==> src/rtl/im_loader.sv <==
// Instruction-memory loader: receives a framed byte stream (16-bit word count,
// big-endian payload words, XOR checksum), writes the words into IM from word 0
// and keeps the CPU in reset until a load finishes with a matching checksum.
module im_loader #(
  parameter int ADDR_W = 10
) (
  input  logic              clk,
  input  logic              reset,
  input  logic              start,
  input  logic              byte_valid,
  input  logic [7:0]        byte_data,
  output logic              byte_ready,
  output logic              im_we,
  output logic [ADDR_W-1:0] im_addr,
  output logic [31:0]       im_wdata,
  output logic              cpu_reset,
  output logic              busy,
  output logic              done,
  output logic              error,
  output logic [ADDR_W:0]   word_count
);

  typedef enum logic [2:0] {
    S_IDLE   = 3'd0,
    S_LEN_HI = 3'd1,
    S_LEN_LO = 3'd2,
    S_DATA   = 3'd3,
    S_CHECK  = 3'd4,
    S_DONE   = 3'd5,
    S_ERROR  = 3'd6
  } state_t;

  // IM capacity in words, held at 17 bits so a 16-bit length compares without overflow
  localparam logic [16:0] CAP_C = 17'd1 << ADDR_W;

  // Running checksum update: XOR of every payload byte
  function automatic logic [7:0] csum_upd(input logic [7:0] acc, input logic [7:0] b);
    return acc ^ b;
  endfunction

  state_t             state_r;
  state_t             state_nxt_s;
  logic [15:0]        len_r;
  logic [23:0]        asm_r;
  logic [7:0]         csum_r;
  logic [1:0]         byte_idx_r;
  logic               xfer_s;
  logic               start_ok_s;
  logic               last_byte_s;
  logic               last_word_s;
  logic               active_nxt_s;
  logic [15:0]        len_s;
  logic [ADDR_W:0]    wc_inc_s;

  // Handshake, start qualification and word-completion decodes
  always_comb begin
    xfer_s       = byte_valid & byte_ready;
    start_ok_s   = start & ((state_r == S_IDLE) | (state_r == S_DONE) | (state_r == S_ERROR));
    last_byte_s  = (byte_idx_r == 2'd3);
    wc_inc_s     = word_count + {{ADDR_W{1'b0}}, 1'b1};
    last_word_s  = (17'(wc_inc_s) == {1'b0, len_r});
    len_s        = {len_r[15:8], byte_data};
  end

  // Next-state logic; the last word's write and the move to CHECK share one edge
  always_comb begin
    state_nxt_s = state_r;
    case (state_r)
      S_IDLE, S_DONE, S_ERROR: begin
        if (start) state_nxt_s = S_LEN_HI;
        else       state_nxt_s = state_r;
      end
      S_LEN_HI: begin
        if (xfer_s) state_nxt_s = S_LEN_LO;
        else        state_nxt_s = S_LEN_HI;
      end
      S_LEN_LO: begin
        if (!xfer_s)                      state_nxt_s = S_LEN_LO;
        else if (len_s == 16'd0)          state_nxt_s = S_CHECK;
        else if ({1'b0, len_s} > CAP_C)   state_nxt_s = S_ERROR;
        else                              state_nxt_s = S_DATA;
      end
      S_DATA: begin
        if (xfer_s && last_byte_s && last_word_s) state_nxt_s = S_CHECK;
        else                                      state_nxt_s = S_DATA;
      end
      S_CHECK: begin
        if (!xfer_s)                 state_nxt_s = S_CHECK;
        else if (byte_data == csum_r) state_nxt_s = S_DONE;
        else                         state_nxt_s = S_ERROR;
      end
      default: state_nxt_s = S_IDLE;
    endcase
  end

  // Status flags are registered from the next state so they line up with state_r
  always_comb begin
    active_nxt_s = (state_nxt_s == S_LEN_HI) | (state_nxt_s == S_LEN_LO) |
                   (state_nxt_s == S_DATA)   | (state_nxt_s == S_CHECK);
  end

  // State register
  always_ff @(posedge clk or negedge reset) begin
    if (!reset) state_r <= S_IDLE;
    else        state_r <= state_nxt_s;
  end

  // Datapath: length capture, word assembly, checksum and IM write strobe
  always_ff @(posedge clk or negedge reset) begin
    if (!reset) begin
      byte_ready <= 1'b0;
      im_we      <= 1'b0;
      im_addr    <= {ADDR_W{1'b0}};
      im_wdata   <= 32'h0000_0000;
      cpu_reset  <= 1'b1;
      busy       <= 1'b0;
      done       <= 1'b0;
      error      <= 1'b0;
      word_count <= {(ADDR_W+1){1'b0}};
      len_r      <= 16'h0000;
      asm_r      <= 24'h00_0000;
      csum_r     <= 8'h00;
      byte_idx_r <= 2'd0;
    end else begin
      im_we      <= 1'b0;
      byte_ready <= active_nxt_s;
      busy       <= active_nxt_s;
      done       <= (state_nxt_s == S_DONE);
      error      <= (state_nxt_s == S_ERROR);
      cpu_reset  <= (state_nxt_s != S_DONE);
      if (start_ok_s) begin
        word_count <= {(ADDR_W+1){1'b0}};
        csum_r     <= 8'h00;
        byte_idx_r <= 2'd0;
        im_addr    <= {ADDR_W{1'b0}};
      end else if (xfer_s) begin
        case (state_r)
          S_LEN_HI: len_r[15:8] <= byte_data;
          S_LEN_LO: len_r[7:0]  <= byte_data;
          S_DATA: begin
            asm_r      <= {asm_r[15:0], byte_data};
            csum_r     <= csum_upd(csum_r, byte_data);
            byte_idx_r <= byte_idx_r + 2'd1;
            if (last_byte_s) begin
              im_we      <= 1'b1;
              im_wdata   <= {asm_r, byte_data};
              im_addr    <= word_count[ADDR_W-1:0];
              word_count <= wc_inc_s;
            end
          end
          default: ;
        endcase
      end
    end
  end

endmodule
==> config.mk <==
export PLATFORM = sky130hd
export DESIGN_NAME = im_loader
export DESIGN_NICKNAME = d
export VERILOG_FILES = /design/src/rtl/im_loader.sv
export SDC_FILE = /design/constraint.sdc
export NUM_CORES = 1
export LEC_CHECK = 0
export CORE_ASPECT_RATIO = 1.1
export CORE_MARGIN = 5
export CORE_UTILIZATION = 40
export CTS_BUF_LIST = sky130_fd_sc_hd__clkbuf_4 sky130_fd_sc_hd__clkbuf_8 sky130_fd_sc_hd__clkbuf_16
export DETAILED_ROUTE_END_ITERATION = 7
export GPL_TIMING_DRIVEN = 0
export PLACE_DENSITY_LB_ADDON = 0.15
export SLEW_MARGIN = 20
export SYNTH_ARGS = -nofsm -noshare
export SYNTH_HDL_FRONTEND = slang
export SYNTH_SLANG_ARGS = --single-unit
==> constraint.sdc <==
create_clock -name clk -period 2.5 [get_ports clk]
set_input_delay 0.5 -clock clk [delete_from_list [all_inputs] [get_ports clk]]
set_output_delay 0.5 -clock clk [all_outputs]
set_load 0.02 [all_outputs]
==> reports/metrics.csv, run 1 <==
stage,metric,value,unit
worst_setup_path,r2r_start,word_count[0]$_DFFE_PN0P_,
placement,dpl.hpwl,8440,µm
route,num_vias,4014,
min_path,hp-class,in2async,
clocking,cts_tree,done,
floorplan,start_util,0.409,
cells_and_area,nets,627,
clocking,clk_latency,0.35,ns
clocking,htreeDepth,3,
grt,grt_max_degree,70,
status,status,"finished, final reports clean",
clocking,cts.clk_slew.worst_paths,0.07,ns
cells_and_area,fillers,1156,
worst_setup_path,crit_required,2.73,ns
power_and_ir_drop,leakage,2.90,nW
sta,hold_viol_final,0,
placement,pre_cts_slack,-0.502,ns
yosys,yosys.area_share.simple,0.238,
yosys,synth_area_leader_cell,dfrtp_1,
worst_setup_path,end_kind,flip-flop,
yosys,yosysTopAreaCellShare,0.556,
grt,antenna_found_initial,0,
route,wl_per_cell,15.5,µm
floorplan,design.core.area,12100,µm²
cells_and_area,fin_cells,771,
yosys,synthXorXnorAreaFrac,0.0336,
placement,gp_congestion,0.819,
sta,post-route-worst-setup-slack,0.148,ns
yosys,yosysMostFrequentCell,nand2_1,
worst_setup_path,critical_path_class,reg2reg,
yosys,synth.avg_cell_area,9.16,µm²
placement,dp.cells,757,
yosys,synth_fa_ha_area_frac,0.00506,
worst_setup_path,path_cells,ha_2 > and2_1 > o21ai_0 > mux2_2 > a211oi_1 > a21oi_1 > or2_2,
floorplan,boundaryPins,71,
clocking,cts_buffers,9,
sta,max_clock_freq,0.425,GHz
yosys,ys.flop_type,dfrtp_1,
yosys,syn_area,4950,µm²
yosys,synth_async_sr_flop_share,1.00,
power_and_ir_drop,power.density,885,nW/µm²
sta,setup_viol,0,
floorplan,die_width,116,µm
clocking,hold_buffers,0,
sta,fin_crit_sh,0.941,
grt,gr-total-overflow,0,
power_and_ir_drop,p_int,3.59,mW
route,drt-initial-drc-count,339,
yosys,synth_cell_types,50,
clocking,clkSinkCount,111,
yosys,netlist_instances,540,
power_and_ir_drop,combPwrFrac,0.308,
power_and_ir_drop,swShare,0.334,
floorplan,rows,42,
grt,grt_pass1_vias,3950,
sta,fin_crit,2.35,ns
power_and_ir_drop,seqPwrFrac,0.447,
route,antenna_left,0,
placement,portBuffers,62,
cells_and_area,area_delta_synth_final,23.1,%
yosys,synth-seq-cells,111,
sta,worstMarginPinSlew,0.762,ns
sta,rsz0062_at_grt,no,
cells_and_area,drive_above_1_share,0.0843,
yosys,synth-compound-area-share,0.104,
yosys,synth_area_leaders,"dfrtp_1 56%, nand2_1 16%, o21ai_0 3.8%",
clocking,clockBufferDepth,2,
worst_setup_path,start_kind,flip-flop,
yosys,synth_top_family_by_area,simple AND/OR/NAND/NOR gates,
route,drt-total-wl,11900,µm
yosys,syn-num-nets,554,
yosys,synth_edf_count,0,
cells_and_area,fin_area,6090,µm²
floorplan,die_height,127,µm
power_and_ir_drop,clockPowerShare,0.245,
worst_setup_path,cp_max_fo,9,
clocking,cts_setup_buffers,0,
worst_setup_path,worstPathArrival,2.58,ns
route,drt-vias-per-instance,5.21,
worst_setup_path,worstRegToRegCells,7,
yosys,synthTopCellsByCount,"208 x nand2_1, 110 x dfrtp_1, 38 x o21ai_0",
worst_setup_path,cpPeakStageDelay,0.50,ns
sta,finClkSkew,0.00907,ns
flow_run,maxCapViolations,0,
worst_setup_path,slowest_stage,dfrtp_1,
sta,slew_viol_final,0,
placement,place_area,5790,µm²
route,drc,0,
grt,grt_pass1_wl,19900,µm
yosys,seq_area_frac_synth,0.562,
floorplan,dieArea,14700,µm²
grt,gr-usage-all-layers,0.169,
route,first_pass_iters,7,
yosys,muxShareOfSynthArea,0.0212,
cells_and_area,antenna_cells,0,
sta,max_slew_margin,0.488,
clocking,cts_root_buf,clkbuf_16,
power_and_ir_drop,switching_power,1.80,mW
worst_setup_path,crit_start,word_count[0]$_DFFE_PN0P_,
power_and_ir_drop,peakVddDrop,472,µV
yosys,ys_warn_count,0,
## layer usage
layer  GRT usage  vias to the layer above  share of wire
li1            -                     1936              -
met5           0                        -              0
met2       0.254                      122           0.46
met4      0.0662                        0         0.0098
met1       0.248                     1948           0.48
met3      0.0238                        8          0.057
## power by group through the flow
stage                     logic [mW]  clock network (mW)  registers (mW)
after floorplan                0.502                   0            2.77
after global placement          1.65                   0            2.43
after detailed placement        1.67                   0            2.44
after CTS                       1.68                1.36            2.41
after global routing            1.81                1.42            2.47
final                           1.66                1.32            2.41
## cell families after synthesis
group | count (synthesis)
buffers and inverters | 41
adder cells (fa/ha/maj) | 2
flip-flops | 111
XOR/XNOR | 19
multiplexers | 9
AND/OR/NAND/NOR | 279
AO/OA/AOI/OAI | 79
## placed cells by master (no fill, tap or decap), types with 5 or more instances in the layout
| cell type | n |
|---|---|
| nand2_1 | 207 |
| dfrtp_1 | 110 |
| clkdlybuf4s50_1 | 61 |
| o21ai_0 | 38 |
| nor2_1 | 23 |
| clkbuf_1 | 22 |
| nand3_1 | 12 |
| a22o_1 | 12 |
| xor2_1 | 11 |
| clkbuf_16 | 9 |
| buf_2 | 8 |
| xnor2_1 | 8 |
| mux2_2 | 8 |
| a21oi_1 | 7 |
| inv_1 | 5 |
## worst max-delay path: cells and delay by family, from the launching register on
family | cells | cell delay (ns)
and+or+nand+nor | 2 | 0.51
adders and majority gates | 1 | 0.31
AOI/OAI and AO/OA | 3 | 0.64
DFF | 1 | 0.50
muxes | 1 | 0.28
## metrics by stage
stage                     utilization  hold slack, ns  total power [mW]  setup TNS, ns
after global routing            0.504          0.0935              5.70              0
after CTS                       0.503          0.0740              5.46              0
after floorplan                     -           0.204              3.27              0
final                           0.504          0.0553              5.39              0
after global placement          0.477           0.455              4.08        -383.23
after detailed placement        0.479           0.443              4.12         -24.89
## final cells by class
class	instances	area [µm²]	area share
flip-flops and latches	111	2780	0.456
multi-input cells	388	2020	0.332
repair buffers	63	649	0.107
clock buffers	9	225	0.0370
well taps	154	193	0.0316
plain buffers	35	159	0.0261
clock inverters	6	45.0	0.00740
inverters	5	18.8	0.00308
## worst paths after layout
check / endpoint / slack, ns
max: state_r[0]$_DFF_PN0_ / 0.15
min: done$_DFF_PN0_ / 0.06
max reg2reg: state_r[0]$_DFF_PN0_ / 0.15
min reg2reg: im_wdata[13]$_DFFE_PN0P_ / 0.48
max in group asynchronous: im_addr[4]$_DFFE_PN0P_ / 1.78
min in group clk: im_wdata[2]$_DFFE_PN0P_ / 0.40
## registers in the layout, indices dropped and copies added, names as in the netlist
register    count
im_addr        10
im_wdata       32
len_r          16
im_we           1
state_r         3
asm_r          24
error           1
busy            1
done            1
csum_r          8
cpu_reset       1
byte_idx_r      2
word_count     11
## what timing repair did
item,in CTS,in global routing
hold endpoints to repair,0,0
endpoints found under the setup margin,53,56
gates resized for setup,3,5
No activity file was read; power rests on OpenSTA's default activity.
==> run 2, diff against run 1 <==
--- a/config.mk
+++ b/config.mk
@@ -5,7 +5,6 @@
 export SDC_FILE = /design/constraint.sdc
 export NUM_CORES = 1
 export LEC_CHECK = 0
-export CORE_ASPECT_RATIO = 1.1
 export CORE_MARGIN = 5
 export CORE_UTILIZATION = 40
 export CTS_BUF_LIST = sky130_fd_sc_hd__clkbuf_4 sky130_fd_sc_hd__clkbuf_8 sky130_fd_sc_hd__clkbuf_16
==> run 2 against run 1 <==
  * Final cell count grew 2.2%
  * Core utilization increased by 0.58 points
  * Sequential power barely moved
  * Wire length is 0.53% higher
  * Clock skew decreased by 0.0029 ns
  * Critical path type is now in2reg
  * Critical endpoint is now busy$_DFF_PN0_
  * Largest cell class unchanged
==> reports/metrics.csv, run 2 (same netlist as run 1, synthesis figures left out) <==
stage,metric,value,unit,change
status,status,"finished, final reports clean",,
sta,fin_crit_sh,0.929,,-0.0116
clocking,clkSinkCount,111,,unchanged
route,drc,0,,unchanged
route,drt-vias-per-instance,5.12,,-1.6%
clocking,cts_root_buf,clkbuf_16,,
route,wl_per_cell,15.2,µm,-1.6%
floorplan,design.core.area,12100,µm²,-0.21%
clocking,cts_buffers,9,,unchanged
sta,worstMarginPinSlew,0.779,ns,+0.0178 ns
route,highest_layer,met4,,
sta,setup_viol,0,,unchanged
grt,gr-usage-all-layers,0.167,,-0.00259
route,met2WireLength,5380,µm,-1.0%
placement,pre_cts_slack,-0.456,ns,+0.0462 ns
cells_and_area,fillers,1137,,-1.6%
sta,finClkSkew,0.00615,ns,-0.00292 ns
grt,grt_max_degree,78,,+11%
power_and_ir_drop,peakVddDrop,523,µV,+11%
cells_and_area,fin_cells,788,,+2.2%
cells_and_area,final_common_cell,nand2_1,,
placement,dp.cells,771,,+1.8%
placement,gp_congestion,0.824,,+0.71%
worst_setup_path,end_kind,flip-flop,,
placement,portBuffers,62,,unchanged
cells_and_area,top_regs,"im_wdata (32), asm_r (24), len_r (16)",,
cells_and_area,drive_above_1_share,0.0903,,+0.00604
sta,slew_viol_final,0,,unchanged
worst_setup_path,worstPathArrival,2.56,ns,-0.02 ns
floorplan,boundaryPins,71,,unchanged
route,wl_met3,646,µm,-4.6%
cells_and_area,largest_reg_flops,32,,unchanged
route,drt-total-wl,12000,µm,+0.53%
grt,grt_pass1_wl,19600,µm,-1.5%
sta,hold_viol_final,0,,unchanged
sta,fin_crit,2.32,ns,-0.0290 ns
floorplan,rows,40,,-4.8%
floorplan,dieArea,14700,µm²,about the same
cells_and_area,mostFrequentLayoutCells,"207 x nand2_1, 110 x dfrtp_1, 61 x clkdlybuf4s50_1",,
cells_and_area,antenna_cells,0,,unchanged
worst_setup_path,cpPeakStageDelay,0.52,ns,+0.02 ns
grt,grt_pass1_vias,3817,,-3.4%
sta,post-route-worst-setup-slack,0.177,ns,+0.0290 ns
worst_setup_path,critical_path.n_buffers_inverters,1,,+1
route,num_vias,4036,,+0.55%
worst_setup_path,crit_required,2.74,ns,about the same
sta,max_slew_margin,0.476,,-0.0120
flow_run,maxCapViolations,0,,unchanged
worst_setup_path,critical_path_class,in2reg,,
cells_and_area,nets,629,,+0.32%
worst_setup_path,cp_top_family,compound AO/OA/AOI/OAI gates,,
route,m1WireLength,5790,µm,+1.5%
power_and_ir_drop,leakage,2.93,nW,+0.97%
worst_setup_path,start_kind,input port,,
cells_and_area,area_delta_synth_final,24.3,%,
sta,max_clock_freq,0.430,GHz,+1.2%
clocking,hold_buffers,0,,unchanged
worst_setup_path,path_cells,clkdlybuf4s50_1 > nand2_2 > or3_1 > o41a_1 > a211oi_2 > o211ai_1 > mux2_4,,
route,first_pass_iters,5,,-2
clocking,clk_latency,0.35,ns,about the same
grt,gr-total-overflow,0,,unchanged
floorplan,die_width,121,µm,+4.5%
route,drt-initial-drc-count,304,,-10%
clocking,htreeDepth,3,,unchanged
placement,dpl.hpwl,8470,µm,+0.33%
worst_setup_path,cp_max_fo,7,,-2
floorplan,die_height,121,µm,-4.3%
clocking,cts_tree,done,,
floorplan,start_util,0.410,,+0.000849
min_path,hp-class,in2async,,
cells_and_area,regMostFlops,im_wdata,,
clocking,cts.clk_slew.worst_paths,0.07,ns,about the same
route,antenna_left,0,,unchanged
grt,antenna_found_initial,0,,unchanged
worst_setup_path,slowest_stage,clkdlybuf4s50_1,,
clocking,clockBufferDepth,2,,unchanged
power_and_ir_drop,finalPower,5.51,mW,+2.3%
power_and_ir_drop,power.density,897,nW/µm²,+1.3%
[run 2: what timing repair did]
item / 4_1_cts / 5_1_grt
gates resized for setup: 2 / 7
setup buffers: 0 / 2
endpoints found under the setup margin: 34 / 58
pin swaps: 0 / 1
[run 2: worst reg2reg max path, delay by kind of cell (launching register included)]
kind,cells,cell delay (ns)
AO/OA/AOI/OAI,3,0.87
flip-flops,1,0.42
AND/OR/NAND/NOR,3,0.71
buffers and inverters,1,0.19
[run 2: through the flow]
step	TNS [ns]	hold WS, ns	area (µm²)	utilization
after floorplan	0	0.204	4950	-
after global placement	-383.95	0.453	5780	0.479
after detailed placement	-23.37	0.420	5810	0.481
after CTS	0	0.0425	6110	0.507
after global routing	-0.00998	0.0624	6150	0.510
final	0	0.0261	6150	0.510
[run 2: path summary, 6_finish.rpt]
check | start | slack (ns) | cells after the start | end
setup reg to reg | word_count[3]$_DFFE_PN0P_ | 0.20 | 7 | state_r[0]$_DFF_PN0_
max in group asynchronous | reset | 1.79 | 2 | im_wdata[25]$_DFFE_PN0P_
hold reg to reg | asm_r[18]$_DFFE_PN0P_ | 0.48 | 2 | im_wdata[26]$_DFFE_PN0P_
setup / recovery | byte_valid | 0.18 | 7 | busy$_DFF_PN0_
hold / removal | reset | 0.03 | 1 | error$_DFF_PN0_
min in group clk | byte_data[2] | 0.39 | 3 | im_wdata[2]$_DFFE_PN0P_
[run 2: area by class of cell]
type | instances | area, µm² | share of cell area
Sequential cell | 111 | 2780 | 0.452
Multi-Input combinational cell | 388 | 2020 | 0.329
Timing Repair Buffer | 65 | 664 | 0.108
Clock buffer | 10 | 239 | 0.0389
Tap cell | 168 | 210 | 0.0342
Buffer | 35 | 160 | 0.0261
Clock inverter | 6 | 56.3 | 0.00916
Inverter | 5 | 18.8 | 0.00305
[run 2: report_power, final]
part           internal, mW  total, mW  leakage (nW)  switching (mW)
Sequential             2.16       2.40          1.43           0.241
Combinational         0.755       1.67          1.35           0.917
Clock                 0.730       1.44         0.144           0.711
Total                  3.65       5.51          2.93            1.87
[run 2: layer usage]
metal  GRT usage  up-vias
li1            -     1941
met1       0.247     1963
met2       0.250      118
met3      0.0256       14
met4      0.0581        0
met5           0        -
==> run 3, diff against run 2 <==
--- a/config.mk
+++ b/config.mk
@@ -8,9 +8,11 @@
 export CORE_MARGIN = 5
 export CORE_UTILIZATION = 40
 export CTS_BUF_LIST = sky130_fd_sc_hd__clkbuf_4 sky130_fd_sc_hd__clkbuf_8 sky130_fd_sc_hd__clkbuf_16
+export CTS_CLUSTER_SIZE = 16
 export DETAILED_ROUTE_END_ITERATION = 7
 export GPL_TIMING_DRIVEN = 0
 export PLACE_DENSITY_LB_ADDON = 0.15
+export REMOVE_ABC_BUFFERS = 1
 export SLEW_MARGIN = 20
 export SYNTH_ARGS = -nofsm -noshare
 export SYNTH_HDL_FRONTEND = slang
==> run 3 against run 2 <==
  * Worst hold slack better by 0.022 ns
  * Sequential share of layout area shrank 0.51 points
  * Clock-buffer cell count unchanged
  * Global-route usage about the same
  * Fmax shrank 1.1%
  * Sequential power about the same
==> reports/metrics.csv, run 3 (same netlist as run 1, synthesis figures left out) <==
stage,metric,value,unit,change
status,status,"finished, final reports clean",,
sta,post-route-worst-setup-slack,0.152,ns,-0.0250 ns
grt,gr-usage-all-layers,0.167,,about the same
placement,pre_cts_slack,-1.30,ns,-0.846 ns
placement,portBuffers,70,,+13%
route,antenna_left,0,,unchanged
worst_setup_path,r2r_end,im_addr[3]$_DFFE_PN0P_,,
min_path,hp-class,in2async,,
cells_and_area,largest_reg_flops,32,,unchanged
worst_setup_path,end_kind,flip-flop,,
sta,slew_viol_final,0,,unchanged
power_and_ir_drop,leakage,2.97,nW,+1.5%
worst_setup_path,critical_path_class,in2reg,,
worst_setup_path,cp_max_fo,7,,unchanged
worst_setup_path,start_kind,input port,,
sta,finClkSkew,0.00700,ns,+0.000850 ns
worst_setup_path,r2r_start,state_r[2]$_DFF_PN0_,,
placement,gp_congestion,0.877,,+6.4%
cells_and_area,mostFrequentLayoutCells,"206 x nand2_1, 108 x dfrtp_1, 63 x clkdlybuf4s50_1",,
grt,grt_pass1_wl,19700,µm,+0.21%
grt,gr-total-overflow,0,,unchanged
power_and_ir_drop,combPwrFrac,0.300,,-0.003
route,wl_per_cell,15.0,µm,-1.1%
sta,setup_viol,0,,unchanged
placement,dp.cells,746,,-3.2%
worst_setup_path,path_cells,clkdlybuf4s50_1 > nand2_2 > or3_1 > o41a_1 > a211oi_2 > o211ai_1 > mux2_4,,
worst_setup_path,r2r_setup_slack,0.19,ns,about the same
route,drc,0,,unchanged
grt,grt_max_degree,73,,-6.4%
worst_setup_path,crit_required,2.74,ns,about the same
cells_and_area,top_regs,"im_wdata (32), asm_r (24), len_r (16)",,
cells_and_area,multi_input_area,2070,µm²,+2.5%
power_and_ir_drop,p_int,3.74,mW,+2.6%
floorplan,die_height,121,µm,unchanged
sta,fin_crit_sh,0.939,,+0.0100
power_and_ir_drop,clockPowerShare,0.268,,+0.007
sta,max_slew_margin,0.459,,-0.0173
sta,rsz0062_at_grt,yes,,
sta,worstMarginPinSlew,0.805,ns,+0.0257 ns
worst_setup_path,cpPeakStageDelay,0.53,ns,about the same
cells_and_area,fin_area,6220,µm²,+1.2%
cells_and_area,utilization,0.516,,+0.00633
worst_setup_path,worstPathArrival,2.59,ns,+0.03 ns
worst_setup_path,worstRegToRegCells,7,,unchanged
cells_and_area,ff_latch_area,2780,µm²,about the same
clocking,cts_tree,done,,
cells_and_area,antenna_cells,0,,unchanged
clocking,cts.clk_slew.worst_paths,0.07,ns,about the same
cells_and_area,regMostFlops,im_wdata,,
clocking,cts_root_buf,clkbuf_16,,
route,drt-initial-drc-count,287,,-5.6%
sta,fin_crit,2.35,ns,+0.0250 ns
cells_and_area,drive_above_1_share,0.0888,,-0.00155
route,drt-vias-per-instance,5.06,,-1.2%
grt,grt_pass1_vias,3896,,+2.1%
route,num_vias,3870,,-4.1%
clocking,clkSinkCount,111,,unchanged
floorplan,die_width,121,µm,unchanged
clocking,clk_latency,0.36,ns,about the same
floorplan,design.core.area,12100,µm²,unchanged
cells_and_area,nets,606,,-3.7%
flow_run,maxCapViolations,0,,unchanged
power_and_ir_drop,switching_power,1.83,mW,-2.2%
power_and_ir_drop,power.density,895,nW/µm²,-0.24%
floorplan,start_util,0.410,,unchanged
cells_and_area,final_common_cell,nand2_1,,
sta,whs,0.0485,ns,+0.0224 ns
clocking,htreeDepth,3,,unchanged
sta,hold_viol_final,0,,unchanged
floorplan,boundaryPins,71,,unchanged
route,drt-total-wl,11500,µm,-4.0%
floorplan,dieArea,14700,µm²,unchanged
floorplan,rows,40,,unchanged
cells_and_area,area_delta_synth_final,25.8,%,
placement,place_area,5810,µm²,unchanged
clocking,cts_buffers,9,,unchanged
sta,max_clock_freq,0.426,GHz,-1.1%
cells_and_area,fillers,1129,,-0.70%
worst_setup_path,slowest_stage,clkdlybuf4s50_1,,
grt,antenna_found_initial,0,,unchanged
placement,dpl.hpwl,7690,µm,-9.2%
cells_and_area,fin_cells,765,,-2.9%
route,first_pass_iters,4,,-1
power_and_ir_drop,swShare,0.328,,-0.0107
power_and_ir_drop,peakVddDrop,430,µV,-18%
clocking,clockBufferDepth,2,,unchanged
power_and_ir_drop,seqPwrFrac,0.432,,-0.004
## run 3: cell count changes in the layout (fill, tap and decap cells not counted), sizes merged
cell / previous run / this run
clkinv: 0 / 1
bufinv: 0 / 1
clkdlybuf4s50: 61 / 63
dlymetal6s2s: 0 / 6
clkbuf: 34 / 10
inv: 10 / 7
buf: 15 / 7
clkinvlp: 1 / 2
nor2: 24 / 25
## run 3: per-layer routing
metal  vias to the layer above  track usage  part of all wire
met5                         -            0                 0
met4                         0       0.0616             0.015
li1                       1899            -                 -
met1                      1880        0.237              0.48
met3                        12       0.0345             0.050
met2                        79        0.252              0.46
## run 3: layout make-up
class / count / area share
flip-flops and latches: 111 / 0.447
clock inverters: 6 / 0.0109
clock buffers: 10 / 0.0384
repair buffers: 76 / 0.133
multi-input cells: 389 / 0.333
inverters: 5 / 0.00422
well taps: 168 / 0.0338
## run 3: through the flow
step                setup TNS, ns  power [mW]
floorplan                  -86.89        3.23
global placement          -630.64        4.04
detailed placement         -53.85        4.11
CTS                             0        5.62
global route                    0        5.90
finish                          0        5.57
## run 3: how the worst max path moves through the flow
stage / from / to / slack (ns) / cells after the start
6_report: byte_valid / busy$_DFF_PN0_ / 0.15 / 7
3_3_place_gp: byte_valid / word_count[8]$_DFFE_PN0P_ / -5.05 / 8
2_1_floorplan: busy$_DFF_PN0_ / word_count[3]$_DFFE_PN0P_ / -2.05 / 7
4_1_cts: byte_data[2] / busy$_DFF_PN0_ / 0.01 / 7
5_1_grt: state_r[2]$_DFF_PN0_ / word_count[2]$_DFFE_PN0P_ / 0.001 / 8
3_5_place_dp: byte_valid / word_count[6]$_DFFE_PN0P_ / -1.30 / 9
## run 3: power groups by stage
stage | Combinational, mW | Sequential, mW | Clock, mW
3_5_place_dp | 1.67 | 2.44 | 0
5_1_grt | 1.83 | 2.47 | 1.60
4_1_cts | 1.69 | 2.41 | 1.52
2_1_floorplan | 0.455 | 2.78 | 0
3_3_place_gp | 1.62 | 2.43 | 0
6_report | 1.67 | 2.41 | 1.49
## run 3: timing repair
item,CTS,global route
hold buffers,0,0
cloned,1,0
buffers inserted,1,1
endpoints found under the setup margin,55,24
pin swaps,2,1
resized for setup,7,15
## run 3: worst max-delay path: cells and delay by family
kind                   cells  cell delay, ns
muxes                      1            0.32
AOI/OAI and AO/OA          3            0.72
buffers and inverters      1            0.53
and+or+nand+nor            2            0.51
==> RTL edit: new RTL, settings of run 3 <==
Register the output `word_count` once more, with the module's reset; this adds one clock of latency there. The other outputs are not delayed to match.
--- a/src/rtl/im_loader.sv
+++ b/src/rtl/im_loader.sv
@@ -34,4 +34,6 @@
   localparam logic [16:0] CAP_C = 17'd1 << ADDR_W;
 
+  logic [ADDR_W:0] word_count_s0;
+
   // Running checksum update: XOR of every payload byte
   function automatic logic [7:0] csum_upd(input logic [7:0] acc, input logic [7:0] b);
@@ -58,5 +60,5 @@
     start_ok_s   = start & ((state_r == S_IDLE) | (state_r == S_DONE) | (state_r == S_ERROR));
     last_byte_s  = (byte_idx_r == 2'd3);
-    wc_inc_s     = word_count + {{ADDR_W{1'b0}}, 1'b1};
+    wc_inc_s     = word_count_s0 + {{ADDR_W{1'b0}}, 1'b1};
     last_word_s  = (17'(wc_inc_s) == {1'b0, len_r});
     len_s        = {len_r[15:8], byte_data};
@@ -117,5 +119,5 @@
       done       <= 1'b0;
       error      <= 1'b0;
-      word_count <= {(ADDR_W+1){1'b0}};
+      word_count_s0 <= {(ADDR_W+1){1'b0}};
       len_r      <= 16'h0000;
       asm_r      <= 24'h00_0000;
@@ -130,5 +132,5 @@
       cpu_reset  <= (state_nxt_s != S_DONE);
       if (start_ok_s) begin
-        word_count <= {(ADDR_W+1){1'b0}};
+        word_count_s0 <= {(ADDR_W+1){1'b0}};
         csum_r     <= 8'h00;
         byte_idx_r <= 2'd0;
@@ -145,6 +147,6 @@
               im_we      <= 1'b1;
               im_wdata   <= {asm_r, byte_data};
-              im_addr    <= word_count[ADDR_W-1:0];
-              word_count <= wc_inc_s;
+              im_addr    <= word_count_s0[ADDR_W-1:0];
+              word_count_s0 <= wc_inc_s;
             end
           end
@@ -155,3 +157,11 @@
   end
 
+  always_ff @(posedge clk or negedge reset) begin
+    if (!reset) begin
+      word_count <= '0;
+    end else begin
+      word_count <= word_count_s0;
+    end
+  end
+
 endmodule
Function: changed (a bounded check fails within 10 cycles, from zero or initial values and one cycle with reset low).
==> RTL edit against run 3 <==
- worst hold slack improved by 400 ps
- setup slack got worse by 42 ps
- clock skew up 1.1 ps
- power is 40% higher
- via count rose by 2.1%
- sequential power up 26%
- area after synthesis rose by 6.5%
- sequential cell count up 11
- wire length up 0.72%
- final area up 10%
- largest cell class unchanged
==> RTL edit: results <==
group,metric,value,unit
outcome,status,"complete, no violations",
clock_tree,cts-root-buf,"clkbuf_16",
route,drtPass1Iterations,4,
power_and_ir_drop,p_leak,3.21,nW
grt,grt_usage,15.6,%
yosys,ys.flop_type,"dfrtp_1",
cells_and_area,post-route-util,52.5,%
yosys,synth-compound-area-share,9.14,%
placed_design,port_buffers,70,
yosys,synthTopCellsByArea,"dfrtp_1 (57%), nand2_1 (15%), o21ai_0 (3.5%)",
placed_design,dpl.hpwl,7580,um
clock_tree,clock_latency,410,ps
yosys,synth_mux_area_share,2.49,%
grt,met2_usage,25.2,%
timing,skew,8.10,ps
min_path,min_from,"word_count_s0[10]$_DFFE_PN0P_",
timing,slew-limit-headroom,53.3,%
clock_tree,clkTransAtPathRegs,60,ps
route,wl,11600,um
yosys,synth_fa_ha_area_share,0.475,%
yosys,synth-xor-area-share,3.99,%
grt,grt_pass1_wl,19600,um
cells_and_area,reg_top3,"im_wdata (32), asm_r (24), len_r (16)",
yosys,synth_common_cells,"nand2_1 (217), dfrtp_1 (121), o21ai_0 (37), nor2_1 (18), xnor2_1 (16)",
grt,use_met1,19.4,%
cells_and_area,fillers,1192,
route,drt-initial-drc-count,227,
clock_tree,cts_htree_levels,4,
cells_and_area,drive_above_1_share,12.9,%
grt,grt_util_met3,5.32,%
clock_tree,cts_buffer_depth,2,
grt,grt_max_degree,82,
clock_tree,cts_buffers,17,
yosys,synthArstFlopShare,100,%
worst_setup_path,cp-startpoint,"word_count_s0[1]$_DFFE_PN0P_",
yosys,yosysUniqueCellTypes,56,
yosys,yosysWarnings,0,
placed_design,placed_area,0.00615,sq mm
power_and_ir_drop,max-vdd-ir-drop,0.446,mV
placed_design,globalplace.congestion,0.838,
cells_and_area,antenna_cells,0,
worst_setup_path,cp_max_fo,6,
worst_setup_path,arrival,2680,ps
route,vias,3953,
yosys,ys_seq_area_share,58.0,%
cells_and_area,finish.net_count,628,
min_path,hold_class,"flip-flop to flip-flop",
grt,antenna_found_initial,0,
-- RTL edit: changes by cell type after synthesis, moves of 3 or more --
cell,change
nand3_1,-7
dfrtp_1,+11
o31ai_1,+3
mux2i_1,+3
a21oi_1,-3
nand2_1,+9
nor3_2,+3
buf_1,+5
xnor2_1,+8
nor2_1,-6
o41ai_1,-3
clkbuf_1,-11
xor2_1,-3
-- RTL edit: kinds of logic after synthesis --
group	after synthesis
adder cells (fa/ha/maj)	2
flip-flops	122
AND/OR/NAND/NOR	282
multiplexers	12
buffers and inverters	32
XOR/XNOR	24
AO/OA/AOI/OAI	71
-- RTL edit: routing by layer --
metal  part of all wire (%)  vias to the layer above  routed length, um
li1                       -                     1942                  -
met1                     46                     1913               5360
met2                     47                       88               5510
met3                    5.1                       10                588
met4                    1.2                        0                136
met5                      0                        -                  0
-- RTL edit: final cells by class --
| cell class | count | share of cell area, % |
|---|---|---|
| repair buffers | 77 | 11.8 |
| clock inverters | 14 | 2.89 |
| clock buffers | 17 | 6.19 |
| well taps | 176 | 3.20 |
| inverters | 4 | 0.291 |
| flip-flops and latches | 122 | 44.6 |
| multi-input cells | 392 | 31.1 |
-- RTL edit: critical path, cell delays in order, from the launching register on --
cell and delay, ps:
dfrtp_2 400, ha_4 170, nand2_1 110, or4_4 560, xnor2_1 160, nor4_2 320
a31oi_1 170, or3_1 380
-- RTL edit: power by group --
group	switching, W	internal [W]	total (W)
logic	0.00120	0.00101	0.00221
clock network	0.000911	0.00166	0.00258
registers	0.000460	0.00257	0.00303
total	0.00257	0.00525	0.00782
-- RTL edit: what timing repair did --
action	CTS	global route
setup endpoints to repair	60	23
gates resized for setup	8	8
endpoints found under the hold margin	16	0
gates cloned	1	0
pin swaps	2	2
buffers inserted	2	1
hold buffers	1	0
-- RTL edit: final timing paths --
check                                           end  slack [ps]  cells past startpoint
setup reg to reg               state_r[1]$_DFF_PN0_         110                      7
max in group asynchronous       cpu_reset$_DFF_PN1_        1180                      3
hold reg to reg            word_count[10]$_DFF_PN0_         440                      0
hold / removal             word_count[10]$_DFF_PN0_         440                      0
min in group asynchronous           im_we$_DFF_PN0_         560                      2
setup / recovery               state_r[1]$_DFF_PN0_         110                      7
-- RTL edit: stage by stage --
stage                     power (W)  std cells  worst slack (ps)
after CTS                   0.00791        801              16.3
after floorplan             0.00434        517             -2080
after global placement      0.00516        763             -5100
after detailed placement    0.00524        766             -1090
final                       0.00782        802               109
after global routing        0.00830        802              8.02
